$ cat src/rtl/alu_issue_stage_if.sv
// Request/result handshake bundle for alu_issue_stage.
// master = upstream producer / downstream consumer side, slave = the issue stage.
interface alu_issue_stage_if #(
    parameter int WIDTH = 4
);
    logic             in_valid;
    logic             in_ready;
    logic [WIDTH-1:0] in_a;
    logic [WIDTH-1:0] in_b;
    logic [2:0]       in_sel;

    logic             out_valid;
    logic             out_ready;
    logic [WIDTH-1:0] out_y;
    logic             out_c;
    logic [2:0]       out_sel;

    modport master (
        output in_valid, in_a, in_b, in_sel, out_ready,
        input  in_ready, out_valid, out_y, out_c, out_sel
    );

    modport slave (
        input  in_valid, in_a, in_b, in_sel, out_ready,
        output in_ready, out_valid, out_y, out_c, out_sel
    );
endinterface

$ cat src/rtl/alu_issue_stage.sv
// Issue/capture stage around a combinational ALU: request FIFO feeding the
// ALU, registered result offered downstream over valid/ready.
//
// Result register states:
//   state     | meaning
//   RES_EMPTY | no result held, out_valid = 0
//   RES_FULL  | result held in out_y/out_c/out_sel, out_valid = 1
module alu_issue_stage #(
    parameter int WIDTH = 4,
    parameter int DEPTH = 4
) (
    input  logic                     clk,
    input  logic                     rst,
    input  logic                     flush,
    alu_issue_stage_if.slave         bus,
    output logic [WIDTH-1:0]         alu_a,
    output logic [WIDTH-1:0]         alu_b,
    output logic [2:0]               alu_sel,
    input  logic [WIDTH-1:0]         alu_y,
    input  logic                     alu_c,
    output logic [$clog2(DEPTH):0]   count
);
    localparam int AW = $clog2(DEPTH);
    localparam int EW = 3 + 2 * WIDTH;
    localparam logic [AW:0] FULL_CNT = (AW + 1)'(DEPTH);

    typedef enum logic {
        RES_EMPTY = 1'b0,
        RES_FULL  = 1'b1
    } res_state_t;

    logic [EW-1:0]    mem_q [DEPTH];
    logic [AW-1:0]    wr_ptr_q;
    logic [AW-1:0]    rd_ptr_q;
    logic [AW:0]      count_q;
    logic [AW:0]      count_d;
    res_state_t       res_state_q;
    logic [WIDTH-1:0] out_y_q;
    logic             out_c_q;
    logic [2:0]       out_sel_q;

    logic             clear;
    logic             in_ready;
    logic             out_valid;
    logic             empty;
    logic             push;
    logic             can_load;
    logic [EW-1:0]    head;

    assign clear     = rst || flush;
    assign in_ready  = (count_q != FULL_CNT);
    assign out_valid = (res_state_q == RES_FULL);
    assign empty     = (count_q == '0);
    assign push      = bus.in_valid && in_ready;
    assign can_load  = !empty && (!out_valid || bus.out_ready);
    assign head      = mem_q[rd_ptr_q];

    // Head entry is presented to the ALU; zeros when nothing is queued.
    assign alu_sel = empty ? 3'b000 : head[EW-1 -: 3];
    assign alu_a   = empty ? '0 : head[2*WIDTH-1 -: WIDTH];
    assign alu_b   = empty ? '0 : head[WIDTH-1:0];

    assign bus.in_ready  = in_ready;
    assign bus.out_valid = out_valid;
    assign bus.out_y     = out_y_q;
    assign bus.out_c     = out_c_q;
    assign bus.out_sel   = out_sel_q;
    assign count         = count_q;

    // Occupancy next-state: simultaneous push and pop cancel out.
    always_comb begin
        count_d = count_q;
        if (push && !can_load) begin
            count_d = count_q + 1'b1;
        end else if (!push && can_load) begin
            count_d = count_q - 1'b1;
        end
    end

    // FIFO storage write; a push coinciding with a clear is dropped.
    always_ff @(posedge clk) begin
        if (push && !clear) begin
            mem_q[wr_ptr_q] <= {bus.in_sel, bus.in_a, bus.in_b};
        end
    end

    // Pointers, occupancy and the result register / its EMPTY-FULL state.
    always_ff @(posedge clk) begin
        if (clear) begin
            wr_ptr_q    <= '0;
            rd_ptr_q    <= '0;
            count_q     <= '0;
            res_state_q <= RES_EMPTY;
            out_y_q     <= '0;
            out_c_q     <= 1'b0;
            out_sel_q   <= 3'b000;
        end else begin
            count_q <= count_d;
            if (push) begin
                wr_ptr_q <= wr_ptr_q + 1'b1;
            end
            if (can_load) begin
                rd_ptr_q    <= rd_ptr_q + 1'b1;
                out_y_q     <= alu_y;
                out_c_q     <= alu_c;
                out_sel_q   <= head[EW-1 -: 3];
                res_state_q <= RES_FULL;
            end else if (out_valid && bus.out_ready) begin
                res_state_q <= RES_EMPTY;
            end
        end
    end
endmodule

$ cat src/flat_wrapper.sv
// flat-port wrapper written by rule: the top's interface ports become plain ports
module alu_issue_stage_flat 
#(
    parameter int WIDTH = 4,
    parameter int DEPTH = 4
)
  (clk, rst, flush, alu_a, alu_b, alu_sel, alu_y, alu_c, count, bus_in_valid, bus_in_a, bus_in_b, bus_in_sel, bus_out_ready, bus_in_ready, bus_out_valid, bus_out_y, bus_out_c, bus_out_sel);
  alu_issue_stage_if #(.WIDTH(WIDTH)) bus_i ();
  input  logic clk;
  input  logic rst;
  input  logic flush;
  output logic [WIDTH-1:0] alu_a;
  output logic [WIDTH-1:0] alu_b;
  output logic [2:0] alu_sel;
  input  logic [WIDTH-1:0] alu_y;
  input  logic alu_c;
  output logic [$clog2(DEPTH):0] count;
  input wire logic [$bits(bus_i.in_valid)-1:0] bus_in_valid;
  input wire logic [$bits(bus_i.in_a)-1:0] bus_in_a;
  input wire logic [$bits(bus_i.in_b)-1:0] bus_in_b;
  input wire logic [$bits(bus_i.in_sel)-1:0] bus_in_sel;
  input wire logic [$bits(bus_i.out_ready)-1:0] bus_out_ready;
  output wire logic [$bits(bus_i.in_ready)-1:0] bus_in_ready;
  output wire logic [$bits(bus_i.out_valid)-1:0] bus_out_valid;
  output wire logic [$bits(bus_i.out_y)-1:0] bus_out_y;
  output wire logic [$bits(bus_i.out_c)-1:0] bus_out_c;
  output wire logic [$bits(bus_i.out_sel)-1:0] bus_out_sel;
  assign bus_i.in_valid = bus_in_valid;
  assign bus_i.in_a = bus_in_a;
  assign bus_i.in_b = bus_in_b;
  assign bus_i.in_sel = bus_in_sel;
  assign bus_i.out_ready = bus_out_ready;
  assign bus_in_ready = bus_i.in_ready;
  assign bus_out_valid = bus_i.out_valid;
  assign bus_out_y = bus_i.out_y;
  assign bus_out_c = bus_i.out_c;
  assign bus_out_sel = bus_i.out_sel;
  alu_issue_stage #(.WIDTH(WIDTH), .DEPTH(DEPTH)) u_core (.clk(clk), .rst(rst), .flush(flush), .bus(bus_i), .alu_a(alu_a), .alu_b(alu_b), .alu_sel(alu_sel), .alu_y(alu_y), .alu_c(alu_c), .count(count));
endmodule
$ cat config.mk
export PLATFORM = sky130hd
export DESIGN_NAME = alu_issue_stage_flat
export DESIGN_NICKNAME = d
export VERILOG_FILES = /design/src/rtl/alu_issue_stage_if.sv /design/src/rtl/alu_issue_stage.sv /design/src/flat_wrapper.sv
export SDC_FILE = /design/constraint.sdc
export NUM_CORES = 1
export LEC_CHECK = 0
export BUFFER_PORTS_ARGS = -buffer_cell sky130_fd_sc_hd__buf_2
export CORE_ASPECT_RATIO = 1.75
export CORE_UTILIZATION = 49
export DETAILED_ROUTE_END_ITERATION = 12
export HOLD_SLACK_MARGIN = 0.08
export PLACE_DENSITY = 0.8
export SYNTH_ARGS = -nofsm -noshare
export SYNTH_HDL_FRONTEND = slang
export SYNTH_SLANG_ARGS = --single-unit
$ cat constraint.sdc
create_clock -name clk -period 2.1 [get_ports clk]
set_input_delay 0.21 -clock clk [delete_from_list [all_inputs] [get_ports clk]]
set_output_delay 0.21 -clock clk [all_outputs]
set_load 0.01 [all_outputs]
==> results of run 1 <==
[per-layer routing]
layer / wire, um / share of wire [%]
met3: 207 / 4.8
met2: 2358 / 55
met1: 1651 / 38
met5: 0 / 0
met4: 89 / 2.1
[report_power, final]
| group | internal, mW | leakage (nW) | switching [mW] |
|---|---|---|---|
| combinational | 0.643 | 0.519 | 0.695 |
| sequential | 1.42 | 0.545 | 0.0791 |
| clock | 0.564 | 0.101 | 0.504 |
| total | 2.62 | 1.16 | 1.28 |
[how the worst max path moves through the flow]
stage | from | to | depth (start not counted)
finish | u_core.count[1]$_SDFFE_PP0P_ | u_core.count[2]$_SDFFE_PP0P_ | 8
global route | u_core.count[1]$_SDFFE_PP0P_ | u_core.count[2]$_SDFFE_PP0P_ | 8
CTS | register | alu_sel[1] | 4
detailed placement | u_core.count[0]$_SDFFE_PP0P_ | u_core.count[2]$_SDFFE_PP0P_ | 8
global placement | u_core.count[0]$_SDFFE_PP0P_ | u_core.count[2]$_SDFFE_PP0P_ | 8
floorplan | u_core.count[0]$_SDFFE_PP0P_ | u_core.count[2]$_SDFFE_PP0P_ | 9
[registers in the layout, indices dropped and copies added (netlist names), named ones only]
register,cells
u_core.mem_q,44
u_core.bus.out_y,4
u_core.bus.out_sel,3
u_core.count,3
u_core.rd_ptr_q,2
u_core.wr_ptr_q,2
u_core.bus.out_c,1
u_core.bus.out_valid,1
[cells in the mapped netlist]
master,count,share of area [%]
sky130_fd_sc_hd__nor3_1,1,0.20
sky130_fd_sc_hd__buf_6,1,0.45
sky130_fd_sc_hd__nand2_1,1,0.15
sky130_fd_sc_hd__mux4_2,10,9.1
sky130_fd_sc_hd__nand2b_1,1,0.25
sky130_fd_sc_hd__xor2_1,2,0.71
sky130_fd_sc_hd__clkbuf_1,3,0.45
sky130_fd_sc_hd__or2_2,1,0.25
sky130_fd_sc_hd__mux2i_1,1,0.40
sky130_fd_sc_hd__o21ai_0,12,2.4
sky130_fd_sc_hd__and3_1,4,1.0
sky130_fd_sc_hd__nand3_1,11,2.2
sky130_fd_sc_hd__nor3b_1,1,0.30
sky130_fd_sc_hd__nor2_1,4,0.61
sky130_fd_sc_hd__inv_1,6,0.91
sky130_fd_sc_hd__fa_1,1,0.81
sky130_fd_sc_hd__a21oi_1,15,3.0
sky130_fd_sc_hd__buf_2,5,1.0
sky130_fd_sc_hd__o31ai_1,1,0.30
sky130_fd_sc_hd__nor2b_1,1,0.25
sky130_fd_sc_hd__mux4_1,1,1.1
sky130_fd_sc_hd__dfxtp_1,18,15
sky130_fd_sc_hd__or4_1,1,0.30
sky130_fd_sc_hd__and2_1,11,2.8
sky130_fd_sc_hd__ha_1,5,2.5
sky130_fd_sc_hd__or3_1,2,0.51
sky130_fd_sc_hd__edfxtp_1,44,53
[logic make-up (layout without fill, tap and decap cells)]
group	Yosys count	count (layout)	share of synthesized area, %
fa+ha+maj	6	6	3.337
xor+xnor	2	2	0.7079
flops	62	62	67.95
mux	12	12	10.57
simple gates	39	39	8.847
compound gates	28	28	5.764
buf+inv	15	79	2.831
[per-stage QoR]
step | hold WS (ps) | setup TNS, ps | std cells | instance area [um2]
2_1_floorplan | 308.9 | -9.012 | 164 | 2516
3_3_place_gp | 421.1 | 0 | 256 | 2781
3_5_place_dp | 425.3 | 0 | 256 | 2781
4_1_cts | 80.82 | 0 | 278 | 3047
5_1_grt | 84.79 | -20.11 | 280 | 3074
6_report | 88.39 | 0 | 280 | 3074
[what timing repair did]
item / in CTS / in global routing
hold buffers: 6 / 1
buffers inserted: 0 / 1
gates resized for setup: 0 / 3
endpoints found under the setup margin: 0 / 10
endpoints found under the hold margin: 22 / 2
[final cells by class]
| class | count | share of cell area (%) |
|---|---|---|
| well taps | 52 | 2.116 |
| multi-input cells | 87 | 24.58 |
| clock inverters | 7 | 2.646 |
| repair buffers | 57 | 11.03 |
| flip-flops and latches | 62 | 54.86 |
| inverters | 6 | 0.7326 |
| clock buffers | 9 | 4.029 |
==> out/qor.json, run 1 <==
{
  "grt": {
    "global_route.overflow_total": 0,
    "groute.layer.met1.usage_pct": 18.68,
    "groute.layer.met2.usage_pct": 33.73,
    "antenna_found_initial": 0,
    "grt_first_pass_wirelength_um": 7134,
    "first_global_vias": 1547,
    "busiest_layer": "met2",
    "grt_start_max_net_pins": 21,
    "met3_demand_to_capacity_share_in_global_routing_pct": 5.780,
    "global_route.usage.total_pct": 18.59
  },
  "clock_tree": {
    "clock_sinks": 62,
    "cts_tree": "yes",
    "skew_pair_late_insertion_delay_ps": 340,
    "clkSlewWorstSetupHoldPaths_ps": 80,
    "cts_made_buffers": 9,
    "htree_depth": 3,
    "maximum_buffer_depth_of_the_clock_tree": 2,
    "cts_root_buf": "sky130_fd_sc_hd__clkbuf_8"
  },
  "synthesis": {
    "synthesized_nets": 191,
    "synth_cell_types": 27,
    "synth-seq-cells": 62,
    "synth_seq_area_share_pct": 67.95,
    "syn_area_per_cell_um2": 15.09,
    "synthesis.instances": 164,
    "synthesis.yosys.warnings": 0,
    "post_syn_area_um2": 2475
  },
  "critical_path": {
    "critical_path_required_ps": 2370,
    "cp_slowest_stage_delay_ps": 410,
    "worst_r2r_path_depth": 8,
    "crit_path_start_kind": "register",
    "timing.critical_path.max_delay_family": "simple AND/OR/NAND/NOR gates",
    "r2r_setup_slack_ps": 70,
    "series_of_cell_instances_along_the_critical_path": "or3_4 > nand2_4 > ha_4 > inv_2 > fa_2 > xor2_1 > or3_1 > a21oi_1",
    "arrival_ps": 2300,
    "critical_path_class": "register to register",
    "critical_path.n_buffers_inverters": 1,
    "worst-path-max-fanout": 6,
    "r2r-start": "u_core.count[1]$_SDFFE_PP0P_",
    "worst_setup_path_end_kind": "register",
    "worst_path_max_delay_cell": "sky130_fd_sc_hd__or3_4",
    "reg2reg_to": "u_core.count[2]$_SDFFE_PP0P_"
  },
  "finish": {
    "multi_input_area_um2": 755.7,
    "final_nets": 250,
    "most-common-layout-cells": "sky130_fd_sc_hd__buf_2 (44), sky130_fd_sc_hd__edfxtp_1 (44), sky130_fd_sc_hd__dfxtp_1 (16)",
    "flow.area_growth_from_synthesis_pct": 24.22,
    "sequential_cell_area_in_the_final_layout_um2": 1687,
    "drive_gt1_share_pct": 37.28,
    "final_cell_utilization_of_the_core_pct": 64.74,
    "num_antenna_cells": 0,
    "nFillCells": 355
  },
  "floorplanning": {
    "die-area_um2": 5350,
    "starting_density_pct": 52.12,
    "placementRows": 33,
    "chipHeight_um": 96.02,
    "coreArea_um2": 4748,
    "i_o_pin_count": 45,
    "die_w_um": 55.72
  },
  "pwr": {
    "power_density_nw_per_um2": 1269,
    "static_leakage_nw": 1.164,
    "total_power_mw": 3.901,
    "ir_worst_vdd_v": 0.0009837
  },
  "detailed_routing": {
    "num_vias": 1484,
    "totalWireLength_um": 4307,
    "remaining_drcs": 0,
    "ant_nets": 0,
    "routed_wire_length_per_instance_um": 15.38,
    "detail_route.iter0.violations": 81,
    "drt-pass1-iter-count": 4,
    "routed_via_density": 5.300
  },
  "sta": {
    "timing.fmax_mhz": 492.2,
    "final-setup-viol-count": 0,
    "grt_setup_unrepaired": "yes",
    "timing.final.ws_setup_ps": 68.41,
    "finalClockSkew_ps": 9.587,
    "worst_slew_margin_rel_pct": 59.61,
    "fin_crit_sh_pct": 96.74,
    "final_max_slew_viol_count": 0,
    "period_minus_slack_ps": 2032,
    "hold_fails_final_rpt": 0,
    "worst-slew-pin-transition_ps": 604.6
  },
  "outcome": {
    "outcome": "completed"
  },
  "hold_path": {
    "worst_hold_startpoint": "bus_in_sel[0]",
    "min_to": "u_core.mem_q[3][8]$_DFFE_PP_",
    "type_of_the_most_critical_hold_path": "input pin to register",
    "worst_hold_path_cell_count": 1
  },
  "placement": {
    "buffers_on_ports": 44,
    "pre_cts_slack_ps": 71.69,
    "gp_congestion": 0.7230,
    "dp_hpwl_um": 2820
  },
  "run": {
    "drv.max_cap_violation_count": 0
  }
}
(Power assumes the default switching activity.)
==> run 2, diff against run 1 <==
--- a/config.mk
+++ b/config.mk
@@ -7,10 +7,12 @@
 export LEC_CHECK = 0
 export BUFFER_PORTS_ARGS = -buffer_cell sky130_fd_sc_hd__buf_2
 export CORE_ASPECT_RATIO = 1.75
-export CORE_UTILIZATION = 49
+export CORE_UTILIZATION = 51
+export CTS_BUF_LIST = sky130_fd_sc_hd__clkbuf_8
 export DETAILED_ROUTE_END_ITERATION = 12
 export HOLD_SLACK_MARGIN = 0.08
-export PLACE_DENSITY = 0.8
+export PLACE_DENSITY = 0.81
+export SLEW_MARGIN = 20
 export SYNTH_ARGS = -nofsm -noshare
 export SYNTH_HDL_FRONTEND = slang
 export SYNTH_SLANG_ARGS = --single-unit
==> run 2 against run 1 <==
Fmax is essentially flat; routed wire length up 7.6%; design area grew 0.33%; highest routed layer unchanged.
==> out/qor.json, run 2 (synthesis gave the netlist of run 1 again) <==
{
  "outcome": {
    "outcome": "completed"
  },
  "finish": {
    "drive_gt1_share_pct": 36.52,
    "most-common-layout-cells": "sky130_fd_sc_hd__buf_2 (44), sky130_fd_sc_hd__edfxtp_1 (44), sky130_fd_sc_hd__dfxtp_1 (16)",
    "final_instance_area_um2": 3084,
    "final_cell_utilization_of_the_core_pct": 66.10,
    "final_nets": 252,
    "largest_register": "u_core.mem_q",
    "nFillCells": 347,
    "largest_register_ffs": 44,
    "stdcell_count": 282,
    "num_antenna_cells": 0,
    "flow.area_growth_from_synthesis_pct": 24.62
  },
  "sta": {
    "final_max_slew_viol_count": 0,
    "fin_crit_sh_pct": 96.71,
    "final-setup-viol-count": 0,
    "hold_fails_final_rpt": 0,
    "worst-slew-pin-transition_ps": 629.5,
    "worst_slew_margin_rel_pct": 57.95,
    "finalClockSkew_ps": 6.665,
    "period_minus_slack_ps": 2031,
    "fin_setup_tns_ps": 0,
    "timing.fmax_mhz": 492.4,
    "grt_setup_unrepaired": "no"
  },
  "critical_path": {
    "cp_slowest_stage_delay_ps": 610,
    "series_of_cell_instances_along_the_critical_path": "buf_4 > mux4_1 > and2_1 > buf_2",
    "critical_path_class": "register to output port",
    "worst_setup_path_end_kind": "output port",
    "crit_path_start_kind": "register",
    "critical_path_required_ps": 1890,
    "worst-path-max-fanout": 11,
    "arrival_ps": 1820,
    "worst_path_max_delay_cell": "sky130_fd_sc_hd__mux4_1"
  },
  "placement": {
    "place_area_um2": 2781,
    "buffers_on_ports": 44,
    "gp_congestion": 0.6869,
    "dp_hpwl_um": 2815,
    "dpl.cell_count": 256
  },
  "pwr": {
    "power.share.switching_pct": 31.15,
    "power_density_nw_per_um2": 1285,
    "ir_worst_vdd_v": 0.0009302,
    "total_switching_power_mw": 1.235,
    "static_leakage_nw": 1.182,
    "power.clock.fraction_pct": 27.3,
    "share_of_total_power_in_sequential_cells_pct": 37.6,
    "p_comb_share_pct": 35.0,
    "p_int_mw": 2.729,
    "total_power_mw": 3.963
  },
  "hold_path": {
    "type_of_the_most_critical_hold_path": "input pin to register"
  },
  "detailed_routing": {
    "routed_wire_length_per_instance_um": 16.43,
    "detail_route.iter0.violations": 31,
    "num_vias": 1577,
    "routed_via_density": 5.592,
    "totalWireLength_um": 4633,
    "remaining_drcs": 0,
    "drt-pass1-iter-count": 4,
    "ant_nets": 0
  },
  "floorplanning": {
    "die-area_um2": 5146,
    "coreArea_um2": 4666,
    "placementRows": 33,
    "chipHeight_um": 94.15,
    "starting_density_pct": 53.04,
    "die_w_um": 54.66,
    "i_o_pin_count": 45
  },
  "grt": {
    "grt_first_pass_wirelength_um": 6989,
    "antenna_found_initial": 0,
    "global_route.usage.total_pct": 20.54,
    "first_global_vias": 1527,
    "grt_start_max_net_pins": 21,
    "global_route.overflow_total": 0
  },
  "clock_tree": {
    "htree_depth": 3,
    "cts_made_buffers": 9,
    "clkSlewWorstSetupHoldPaths_ps": 70,
    "maximum_buffer_depth_of_the_clock_tree": 2,
    "skew_pair_late_insertion_delay_ps": 330,
    "cts_tree": "yes",
    "clock_sinks": 62,
    "cts_root_buf": "sky130_fd_sc_hd__clkbuf_8"
  },
  "run": {
    "drv.max_cap_violation_count": 0
  }
}
run 2: changes by cell type in the layout (fill, tap and decap cells not counted), moves of 2 or more:
cell / before / now
sky130_fd_sc_hd__inv_6: 3 / 0
sky130_fd_sc_hd__buf_4: 5 / 9
sky130_fd_sc_hd__clkinv_4: 2 / 0
sky130_fd_sc_hd__clkinv_1: 0 / 3
run 2: power by group through the flow:
stage                     registers (mW)  logic [mW]  clock network [mW]
after floorplan                     1.54       0.929                   0
after global placement              1.51        1.32                   0
after detailed placement            1.51        1.33                   0
after CTS                           1.49        1.35                1.10
after global routing                1.51        1.53                1.15
final                               1.49        1.39                1.08
run 2: worst paths after layout:
path | startpoint | endpoint | slack (ps) | cells after the start
worst max register to register | u_core.count[1]$_SDFFE_PP0P_ | u_core.count[2]$_SDFFE_PP0P_ | 80 | 8
worst min-delay path | bus_in_sel[2] | u_core.mem_q[2][10]$_DFFE_PP_ | 100 | 1
worst min register to register | u_core.bus.out_y[3]$_SDFFE_PP0P_ | u_core.bus.out_y[3]$_SDFFE_PP0P_ | 470 | 2
worst max-delay path | register | alu_sel[2] | 70 | 4
run 2: critical path, delay by kind of cell (launching register included):
family | cells | cell delay, ps
multiplexers | 1 | 610
buffers and inverters | 2 | 380
flip-flops | 1 | 330
AND/OR/NAND/NOR | 1 | 170
run 2: final cells by class:
cell class,count,area (um2),area share [%]
repair buffers,59,347.8,11.28
inverters,6,22.52,0.7302
flip-flops and latches,62,1689,54.77
clock buffers,9,123.9,4.016
multi-input cells,87,755.7,24.50
clock inverters,7,80.08,2.596
well taps,52,65.06,2.110
run 2: metal layers:
metal | track usage (%) | share of wire, %
met3 | 7.120 | 5.2
met2 | 35.04 | 55
met4 | 8.974 | 1.8
met1 | 21.52 | 38
met5 | 0 | 0
run 2: what timing repair did:
item | in CTS | in global routing
resized for setup | 0 | 3
hold buffers | 6 | 0
hold endpoints to repair | 24 | 0
buffers inserted | 0 | 4
endpoints found under the setup margin | 0 | 1
run 2: metrics by stage:
stage / worst slack [ps] / hold WS [ps]
finish: 69.19 / 95.76
global route: 4.276 / 83.96
CTS: 36.02 / 80.88
detailed placement: 86.13 / 426.2
global placement: 114.6 / 420.5
floorplan: -9.012 / 308.9
==> run 3, diff against run 2 <==
--- a/config.mk
+++ b/config.mk
@@ -5,13 +5,14 @@
 export SDC_FILE = /design/constraint.sdc
 export NUM_CORES = 1
 export LEC_CHECK = 0
+export ABC_AREA = 1
 export BUFFER_PORTS_ARGS = -buffer_cell sky130_fd_sc_hd__buf_2
-export CORE_ASPECT_RATIO = 1.75
-export CORE_UTILIZATION = 51
+export CORE_ASPECT_RATIO = 0.75
+export CORE_UTILIZATION = 53
 export CTS_BUF_LIST = sky130_fd_sc_hd__clkbuf_8
 export DETAILED_ROUTE_END_ITERATION = 12
 export HOLD_SLACK_MARGIN = 0.08
-export PLACE_DENSITY = 0.81
+export PLACE_DENSITY = 0.8
 export SLEW_MARGIN = 20
 export SYNTH_ARGS = -nofsm -noshare
 export SYNTH_HDL_FRONTEND = slang
==> constraint.sdc (replaced) <==
create_clock -name clk -period 2.2 [get_ports clk]
set_input_delay 0.22 -clock clk [delete_from_list [all_inputs] [get_ports clk]]
set_output_delay 0.22 -clock clk [all_outputs]
set_load 0.01 [all_outputs]
==> run 3 against run 2 <==
Combinational power is 4% higher; the run now ends with DRC left; largest cell class unchanged; clock-buffer cell count is 1 higher; worst hold slack got worse by 1.1 ps; critical endpoint is now alu_b[1]; sequential cell count unchanged; power increased by 1.4%; design area is 4.2% higher.
==> out/qor.json, run 3 <==
{
  "critical_path": {
    "crit_path_start_kind": "register",
    "critical_path_class": "register to output port",
    "worst-path-max-fanout": 22,
    "arrival_ps": 1740,
    "worst_r2r_path_depth": 12,
    "worst_path_max_delay_cell": "sky130_fd_sc_hd__dfxtp_1",
    "reg2reg_to": "u_core.count[2]$_SDFFE_PP0P_",
    "r2r-start": "u_core.count[0]$_SDFFE_PP0P_",
    "critical_path.n_buffers_inverters": 2,
    "worst_setup_path_end_kind": "output port",
    "series_of_cell_instances_along_the_critical_path": "inv_2 > o21ai_0 > a21oi_1 > buf_2",
    "r2r_setup_slack_ps": 250,
    "timing.critical_path.max_delay_family": "flip-flops",
    "critical_path_required_ps": 1980,
    "cp_slowest_stage_delay_ps": 590
  },
  "sta": {
    "timing.fmax_mhz": 511.1,
    "hold_fails_final_rpt": 0,
    "whs_ps": 94.70,
    "final-setup-viol-count": 0,
    "final_max_slew_viol_count": 0,
    "period_minus_slack_ps": 1957,
    "fin_crit_sh_pct": 88.94,
    "finalClockSkew_ps": 7.608,
    "timing.final.ws_setup_ps": 243.3,
    "fin_setup_tns_ps": 0,
    "grt_setup_unrepaired": "no",
    "worst_slew_margin_rel_pct": 69.45,
    "worst-slew-pin-transition_ps": 457.7
  },
  "synthesis": {
    "most_frequently_used_cell_type_in_the_post_synthesis_netlist": "sky130_fd_sc_hd__nor2_1",
    "synthesis.yosys.warnings": 0,
    "synth_cell_types": 26,
    "syn_area_per_cell_um2": 10.38,
    "synthesis.instances": 260,
    "synth_top_cell_by_area": "sky130_fd_sc_hd__edfxtp_1",
    "synthesized_nets": 287,
    "synth_largest_type_area_fraction_pct": 48.96,
    "synth_area_leaders": "sky130_fd_sc_hd__edfxtp_1 (49%), sky130_fd_sc_hd__dfxtp_1 (13%), sky130_fd_sc_hd__nor2_1 (6.8%)",
    "most_used_flip_flop_cell_after_synthesis": "sky130_fd_sc_hd__edfxtp_1",
    "synth-seq-cells": 62,
    "asyncSetResetFlopFracSynth_pct": 0,
    "synth_edf_count": 44,
    "synth_common_cells": "sky130_fd_sc_hd__nor2_1 (49), sky130_fd_sc_hd__edfxtp_1 (44), sky130_fd_sc_hd__nand2_1 (37), sky130_fd_sc_hd__inv_1 (31), sky130_fd_sc_hd__dfxtp_1 (18)",
    "post_syn_area_um2": 2699,
    "synth_seq_area_share_pct": 62.31
  },
  "pwr": {
    "static_leakage_nw": 1.357,
    "total_power_mw": 4.018,
    "power_density_nw_per_um2": 1250,
    "ir_worst_vdd_v": 0.0009119
  },
  "placement": {
    "pre_cts_slack_ps": 273.8,
    "place_area_um2": 2970,
    "gp_congestion": 0.7742,
    "dp_hpwl_um": 3388,
    "buffers_on_ports": 44,
    "dpl.cell_count": 363
  },
  "outcome": {
    "violations_in_the_final_reports": "DRC",
    "outcome": "finished with violations"
  },
  "clock_tree": {
    "htree_depth": 3,
    "cts.repair_timing.setup_buffer_count": 0,
    "cts_tree": "yes",
    "skew_pair_late_insertion_delay_ps": 340,
    "clock_sinks": 62,
    "maximum_buffer_depth_of_the_clock_tree": 2,
    "cts_root_buf": "sky130_fd_sc_hd__clkbuf_8",
    "cts_made_buffers": 9,
    "clkSlewWorstSetupHoldPaths_ps": 70
  },
  "detailed_routing": {
    "detail_route.iter0.violations": 206,
    "drt-pass1-iter-count": 8,
    "remaining_drcs": 2,
    "ant_nets": 0,
    "routed_wire_length_per_instance_um": 13.50,
    "totalWireLength_um": 5143,
    "num_vias": 1907,
    "routed_via_density": 5.005
  },
  "grt": {
    "antenna_found_initial": 0,
    "first_global_vias": 1754,
    "grt_start_max_net_pins": 23,
    "global_route.usage.total_pct": 21.45,
    "grt_first_pass_wirelength_um": 8369,
    "global_route.overflow_total": 0
  },
  "floorplanning": {
    "die_w_um": 84.40,
    "die-area_um2": 5385,
    "placementRows": 22,
    "chipHeight_um": 63.80,
    "i_o_pin_count": 45,
    "starting_density_pct": 55.08,
    "coreArea_um2": 4900
  },
  "hold_path": {
    "worst_hold_path_cell_count": 1,
    "min_to": "u_core.mem_q[1][8]$_DFFE_PP_",
    "type_of_the_most_critical_hold_path": "input pin to register",
    "worst_hold_startpoint": "bus_in_sel[0]"
  },
  "finish": {
    "num_antenna_cells": 0,
    "largest_register_ffs": 44,
    "stdcell_count": 381,
    "most-common-layout-cells": "sky130_fd_sc_hd__nor2_1 (49), sky130_fd_sc_hd__buf_2 (44), sky130_fd_sc_hd__edfxtp_1 (44)",
    "leading_cell_type_in_the_layout_fill_and_taps_excluded": "sky130_fd_sc_hd__nor2_1",
    "drive_gt1_share_pct": 27.73,
    "flow.area_growth_from_synthesis_pct": 19.05,
    "final_instance_area_um2": 3213,
    "final_cell_utilization_of_the_core_pct": 65.58,
    "largest_register": "u_core.mem_q",
    "final_nets": 343
  },
  "run": {
    "drv.max_cap_violation_count": 0
  }
}
[run 3: changes by cell type after synthesis, moves of 4 or more]
cell,previous run,this run
sky130_fd_sc_hd__buf_2,5,1
sky130_fd_sc_hd__nand2_2,0,7
sky130_fd_sc_hd__nor2_1,4,49
sky130_fd_sc_hd__and3_1,4,0
sky130_fd_sc_hd__nand2_1,1,37
sky130_fd_sc_hd__and2_1,11,0
sky130_fd_sc_hd__inv_1,6,31
sky130_fd_sc_hd__a21oi_2,0,6
sky130_fd_sc_hd__mux4_2,10,0
[run 3: what timing repair did]
action | 4_1_cts | 5_1_grt
gates resized for setup | 0 | 0
hold endpoints to repair | 7 | 0
hold buffers | 2 | 0
[run 3: how the worst max path moves through the flow]
stage / start / to / cells past startpoint
after floorplan: u_core.count[0]$_SDFFE_PP0P_ / u_core.count[2]$_SDFFE_PP0P_ / 13
after global placement: u_core.count[0]$_SDFFE_PP0P_ / u_core.count[2]$_SDFFE_PP0P_ / 12
after detailed placement: u_core.count[0]$_SDFFE_PP0P_ / u_core.count[2]$_SDFFE_PP0P_ / 12
after CTS: register / alu_b[1] / 4
after global routing: u_core.count[0]$_SDFFE_PP0P_ / u_core.count[2]$_SDFFE_PP0P_ / 12
final: register / alu_b[1] / 4
[run 3: final cells by class]
class | instances | area, um2
Sequential cell | 62 | 1682
Clock inverter | 6 | 85.08
Clock buffer | 10 | 137.6
Fill cell | 383 | 1687
Timing Repair Buffer | 53 | 305.3
Multi-Input combinational cell | 157 | 804.5
Inverter | 33 | 123.9
Tap cell | 60 | 75.07
[run 3: metal layers]
metal	GRT usage, %	part of all wire, %
met1	25.59	42
met2	35.25	51
met3	8.656	6.5
met4	8.263	0.78
met5	0	0
[run 3: power by group]
part / internal (mW) / switching, mW / total (mW)
Combinational: 0.511 / 0.943 / 1.45
Sequential: 1.36 / 0.106 / 1.46
Clock: 0.664 / 0.435 / 1.10
Total: 2.53 / 1.48 / 4.02
[run 3: worst reg2reg max path: stages, from the launching register on]
cell and delay (ps):
sky130_fd_sc_hd__dfxtp_1 380, sky130_fd_sc_hd__nor2_4 180, sky130_fd_sc_hd__nand2_4 120, sky130_fd_sc_hd__nand2_4 190, sky130_fd_sc_hd__ha_1 210, sky130_fd_sc_hd__inv_1 70
sky130_fd_sc_hd__fa_1 380, sky130_fd_sc_hd__inv_1 60, sky130_fd_sc_hd__nand2_1 40, sky130_fd_sc_hd__nand3_1 80, sky130_fd_sc_hd__nand2_1 50, sky130_fd_sc_hd__nand2_1 60
sky130_fd_sc_hd__nor2_1 40
[run 3: cells by family after synthesis]
| group | synth area share, % |
|---|---|
| xor+xnor | 0.3246 |
| simple gates | 18.50 |
| buf+inv | 7.881 |
| fa+ha+maj | 3.060 |
| compound gates | 7.927 |
| flops | 62.31 |
